File: src/rtl/fft_input_stage.sv
// Ping-pong frame buffer that feeds MDC FFT stage 1 with (x[k], x[k+HALF]) pairs plus the twiddle index k.
// Optional macro FFT_IN_SOP_SYNC_EN adds in_sop, which restarts the frame being written at index 0.
module fft_input_stage #(
   parameter int WIDTH = 9,
   parameter int HALF  = 16
) (
   input  logic                    clk,
   input  logic                    rst,
   input  logic                    in_valid,
`ifdef FFT_IN_SOP_SYNC_EN
   input  logic                    in_sop,
`endif
   input  logic signed [WIDTH-1:0] in_re,
   input  logic signed [WIDTH-1:0] in_im,
   output logic                    out_valid,
   output logic                    out_sop,
   output logic                    out_eop,
   output logic signed [WIDTH-1:0] out_up_re,
   output logic signed [WIDTH-1:0] out_up_im,
   output logic signed [WIDTH-1:0] out_l_re,
   output logic signed [WIDTH-1:0] out_l_im,
   output logic [$clog2(HALF)-1:0] rom_16_counter
);

   localparam int IDXW = $clog2(HALF);
   localparam logic [IDXW:0]   FRAME_LAST = {(IDXW+1){1'b1}};
   localparam logic [IDXW-1:0] PAIR_FIRST = '0;
   localparam logic [IDXW-1:0] PAIR_LAST  = {IDXW{1'b1}};

   typedef enum logic {IDLE, READ} state_t;

   logic signed [WIDTH-1:0] r_memRe [4*HALF];
   logic signed [WIDTH-1:0] r_memIm [4*HALF];

   logic            r_wrBank;
   logic [IDXW:0]   r_wrCnt;
   logic [1:0]      r_bankFull;
   logic [IDXW:0]   w_wrIdx;
   logic            w_wrLast;
   logic [1:0]      w_setMask;
   logic [1:0]      w_clrMask;

   state_t          r_state;
   state_t          w_nextState;
   logic            r_rdBank;
   logic            w_nextRdBank;
   logic [IDXW-1:0] r_rdCnt;
   logic [IDXW-1:0] w_nextRdCnt;
   logic            w_emit;
   logic            w_clrFull;

`ifdef FFT_IN_SOP_SYNC_EN
   assign w_wrIdx = in_sop ? '0 : r_wrCnt;
`else
   assign w_wrIdx = r_wrCnt;
`endif
   assign w_wrLast  = in_valid && (w_wrIdx == FRAME_LAST);
   assign w_setMask = w_wrLast  ? (2'b01 << r_wrBank) : 2'b00;
   assign w_clrMask = w_clrFull ? (2'b01 << r_rdBank) : 2'b00;

   // Sample storage is deliberately left out of reset.
   always_ff @(posedge clk) begin
      if (in_valid) begin
         r_memRe[{r_wrBank, w_wrIdx}] <= in_re;
         r_memIm[{r_wrBank, w_wrIdx}] <= in_im;
      end
   end

   always_ff @(posedge clk or posedge rst) begin
      if (rst) begin
         r_wrBank   <= 1'b0;
         r_wrCnt    <= '0;
         r_bankFull <= 2'b00;
      end else begin
         if (in_valid) begin
            r_wrCnt <= w_wrIdx + 1'b1;
            if (w_wrLast)
               r_wrBank <= ~r_wrBank;
         end
         r_bankFull <= (r_bankFull & ~w_clrMask) | w_setMask;
      end
   end

   // IDLE emits pair 0 on the same edge it sees a full bank, so the first pair follows sample 31 by one clock.
   always_comb begin
      w_nextState  = r_state;
      w_nextRdCnt  = r_rdCnt;
      w_nextRdBank = r_rdBank;
      w_emit       = 1'b0;
      w_clrFull    = 1'b0;
      case (r_state)
         IDLE: begin
            if (r_bankFull[r_rdBank]) begin
               w_emit      = 1'b1;
               w_nextState = READ;
            end
         end
         READ: begin
            w_emit = 1'b1;
         end
         default: begin
            w_nextState = IDLE;
         end
      endcase
      if (w_emit) begin
         w_nextRdCnt = r_rdCnt + 1'b1;
         if (r_rdCnt == PAIR_LAST) begin
            w_clrFull    = 1'b1;
            w_nextRdBank = ~r_rdBank;
            w_nextState  = r_bankFull[~r_rdBank] ? READ : IDLE;
         end
      end
   end

   always_ff @(posedge clk or posedge rst) begin
      if (rst) begin
         r_state  <= IDLE;
         r_rdBank <= 1'b0;
         r_rdCnt  <= '0;
      end else begin
         r_state  <= w_nextState;
         r_rdBank <= w_nextRdBank;
         r_rdCnt  <= w_nextRdCnt;
      end
   end

   always_ff @(posedge clk or posedge rst) begin
      if (rst) begin
         out_valid      <= 1'b0;
         out_sop        <= 1'b0;
         out_eop        <= 1'b0;
         out_up_re      <= '0;
         out_up_im      <= '0;
         out_l_re       <= '0;
         out_l_im       <= '0;
         rom_16_counter <= '0;
      end else if (w_emit) begin
         out_valid      <= 1'b1;
         out_sop        <= (r_rdCnt == PAIR_FIRST);
         out_eop        <= (r_rdCnt == PAIR_LAST);
         out_up_re      <= r_memRe[{r_rdBank, 1'b0, r_rdCnt}];
         out_up_im      <= r_memIm[{r_rdBank, 1'b0, r_rdCnt}];
         out_l_re       <= r_memRe[{r_rdBank, 1'b1, r_rdCnt}];
         out_l_im       <= r_memIm[{r_rdBank, 1'b1, r_rdCnt}];
         rom_16_counter <= r_rdCnt;
      end else begin
         out_valid      <= 1'b0;
         out_sop        <= 1'b0;
         out_eop        <= 1'b0;
         out_up_re      <= '0;
         out_up_im      <= '0;
         out_l_re       <= '0;
         out_l_im       <= '0;
         rom_16_counter <= '0;
      end
   end

   // The writer must never land on a bank the reader has not drained yet.
   assert property (@(posedge clk) disable iff (rst) !(in_valid && r_bankFull[r_wrBank]))
      else $error("fft_input_stage: write into a full bank");

endmodule

File: config.mk
export PLATFORM = sky130hd
export DESIGN_NAME = fft_input_stage
export DESIGN_NICKNAME = d
export VERILOG_FILES = /design/src/rtl/fft_input_stage.sv
export SDC_FILE = /design/constraint.sdc
export NUM_CORES = 1
export LEC_CHECK = 0
export CAP_MARGIN = 20
export CORE_MARGIN = 1
export CORE_UTILIZATION = 40
export CTS_CLUSTER_DIAMETER = 40
export DETAILED_ROUTE_END_ITERATION = 7
export SLEW_MARGIN = 20
export SYNTH_ARGS = -nofsm -noshare
export SYNTH_HDL_FRONTEND = slang
export SYNTH_SLANG_ARGS = --single-unit
File: constraint.sdc
create_clock -name clk -period 7.1 [get_ports clk]
set_input_delay 1.065 -clock clk [delete_from_list [all_inputs] [get_ports clk]]
set_output_delay 1.065 -clock clk [all_outputs]
set_load 0.01 [all_outputs]
==> flow_summary.toml <==
[status]
status = "complete, no violations"

[critical_path]
crit_arrival_ps = 3960
required_ps = 7430
reg2reg_from = "r_rdCnt[1]"
timing.rr.end = "out_up_re[1]"
critPathKind = "in2reg"
start_kind = "primary input"
path_max_fanout = 18
reg2reg_slack_ps = 3650
rr_worst_depth = 5
setup.worst_path.end_class = "register"

[final_layout]
layout-drive-gt1-share_pct = 30.6
seq_area_um2 = 36000
finalNetCount = 2204
area_delta_synth_final_pct = 14.7
n_antenna_cell = 0
fillers = 9395
layout_common_cells = "edfxtp_1, mux4_2, clkbuf_16, a22oi_1, mux2_2"
final_common_cell = "edfxtp_1"
fin_cells = 3800
multi_input_area_um2 = 9460

[place]
place_inst = 3556
portBuffers = 63
dp_slack_ps = 2710
dpl.hpwl_mm = 65.6
gp_congestion = 0.799

[floorplan]
num_rows = 124
die_area_um2 = 117000
start_util_pct = 40.3
io_pins = 64
fp.dieW_um = 341
core-area_um2 = 114000
die_h_um = 341

[yosys]
yosys_warnings = 0
synthArstFlopShare_pct = 4.71
synth_cell_types = 60
ys_ff_latch = 1209
synth.top_cell.area_share_pct = 75.1
syn_inst = 2071
synth.cell_area_um2 = 46100
synth.area.top_cells = "edfxtp_1, mux4_2, dfrtp_1"
postSynthAreaPerCell_um2 = 22.2
seq_area_frac_synth_pct = 78.2
synth_ff_type = "edfxtp_1"
yosysTopAreaCell = "edfxtp_1"
syn-num-nets = 2096
synth_edf_count = 1152

[grt]
grt_max_degree = 106
grt_usage_pct = 19.5
antenna_found_initial = 5
grt-ovfl-total = 0
grt_pass1_vias = 22200
grt_pass1_wl_mm = 161

[clocking]
root_buffer = "clkbuf_16"
insertion_delay_ps = 730
clock_sinks = 1209
cts_buffers = 132
tritoncts = "done"
cts_setup_buffers = 0
clk_pin_slew_worst_paths_ps = 60
postCtsHoldBufs = 0
cts_resized = 0
htreeDepth = 4
clockBufferDepth = 3

[power]
seqPwrFrac_pct = 43.9
power_frac_clock_pct = 36.8
p_leak_uw = 0.0164
ir_drop_mv = 0.244
switching_power_uw = 5220
p_per_area_nw_per_um2 = 365
internal-power_uw = 14100
p_comb_share_pct = 19.2
finalPower_uw = 19300
switching_share_pct = 27.0

[drt]
drt-met1-wl_mm = 47.4
ant_nets = 0
top_layer_used = "met5"
wl_met2_mm = 55.0
viasPerCell = 5.74
drt_first_iter_violations = 2519
vias = 21800
route.detailed.drc = 0
wl_per_cell_um = 29.9
dr.pass1.iters = 5
dr_wl_met3_mm = 8.53
routed_wirelength_mm = 114

[run]
maxCapViolCount = 0

[hold_path]
hold_depth = 1
hp-class = "reg2reg"
holdCritStartpoint = "r_bankFull[0]"
min_to = "r_state"

[sta]
layout_min_cycle_time_ps = 3630
final.setup_skew_ps = 34.0
slew_headroom_pct = 25.0
whs_ps = 530
fin_tns_setup_ps = 0
fmax_mhz = 275
setup_violations = 0
hold_viol = 0
rsz0062_at_grt = "false"
tightest_slew_ps = 1120
layout_setup_ws_ps = 3470
drv_slew = 0
fin_crit_sh_pct = 51.2
==> critical path, stage by stage <==
cell,delay [ps]
clkdlybuf4s50_1,760
nand3_1,910
nor2_2,1210
==> per-stage QoR <==
| step | util (%) | area (um^2) |
|---|---|---|
| global placement | 42.2 | 48200 |
| finish | 46.3 | 52800 |
| detailed placement | 42.2 | 48200 |
| CTS | 46.2 | 52800 |
| floorplan | - | 46100 |
| global route | 46.3 | 52800 |
==> kinds of logic (layout without fill, tap and decap cells) <==
| group | count (synthesis) | count (layout) | synth area share [%] |
|---|---|---|---|
| flip-flops | 1209 | 1209 | 78.2 |
| multiplexers | 332 | 332 | 14.4 |
| adder cells (fa/ha/maj) | 4 | 4 | 0.109 |
| AND/OR/NAND/NOR | 182 | 182 | 1.88 |
| AO/OA/AOI/OAI | 209 | 209 | 3.50 |
| buffers and inverters | 129 | 346 | 1.83 |
| XOR/XNOR | 6 | 6 | 0.114 |
==> power groups by stage <==
stage	combinational [uW]	sequential [uW]	clock [uW]
after global routing	3920	8520	7460
after CTS	3740	8490	7200
after floorplan	2660	8420	0
final	3710	8480	7110
after detailed placement	3730	8630	0
after global placement	3690	8620	0
==> metal layers <==
layer / vias to the layer above / global-route usage [%]
met5: - / 0
met4: 2 / 5.51
met3: 159 / 4.49
met2: 906 / 31.0
met1: 11700 / 27.1
li1: 9007 / -
==> registers in the layout (all words and copies together), names as in the netlist <==
register,flops
rom_16_counter,4
out_valid,1
out_l_re,9
out_sop,1
out_eop,1
out_up_re,9
r_memRe,576
r_rdCnt,4
r_memIm,576
out_l_im,9
r_bankFull,2
r_rdBank,1
r_state,1
r_wrBank,1
r_wrCnt,5
out_up_im,9
==> layout make-up <==
type	count	share of cell area, %
Sequential cell	1209	68.2
Multi-Input combinational cell	733	17.9
Clock buffer	153	6.52
Tap cell	1512	3.58
Clock inverter	90	2.12
Timing Repair Buffer	98	1.61
Inverter	5	0.0379
==> cells in the mapped netlist (3+ instances only) <==
cell,number
a221oi_1,34
a22oi_1,98
a31o_1,4
a31o_2,28
a31oi_1,32
and2_1,5
and3_1,5
buf_2,40
buf_4,27
buf_6,18
clkbuf_1,25
clkbuf_2,3
dfrtp_1,57
edfxtp_1,1152
ha_1,4
inv_1,3
mux2_2,74
mux2i_1,3
mux4_1,7
mux4_2,247
nand2_1,55
nand2b_1,3
nand3_1,8
nand3b_1,3
nor2_1,68
nor2b_1,11
nor3_1,5
o21ai_0,3
xnor2_1,4
==> worst max-delay path by stage <==
| stage | from | end | slack (ps) | depth (start not counted) |
|---|---|---|---|---|
| final | in_valid | r_memRe[42][7] | 3470 | 3 |
| after detailed placement | in_valid | r_memRe[37][4] | 2710 | 4 |
| after global routing | r_rdCnt[1] | out_up_re[7] | 3360 | 5 |
| after CTS | in_valid | r_memIm[37][2] | 3490 | 4 |
| after floorplan | in_valid | r_memIm[48][0] | 3600 | 4 |
| after global placement | in_valid | r_memRe[37][2] | 2820 | 4 |
(Power assumes the default switching activity.)
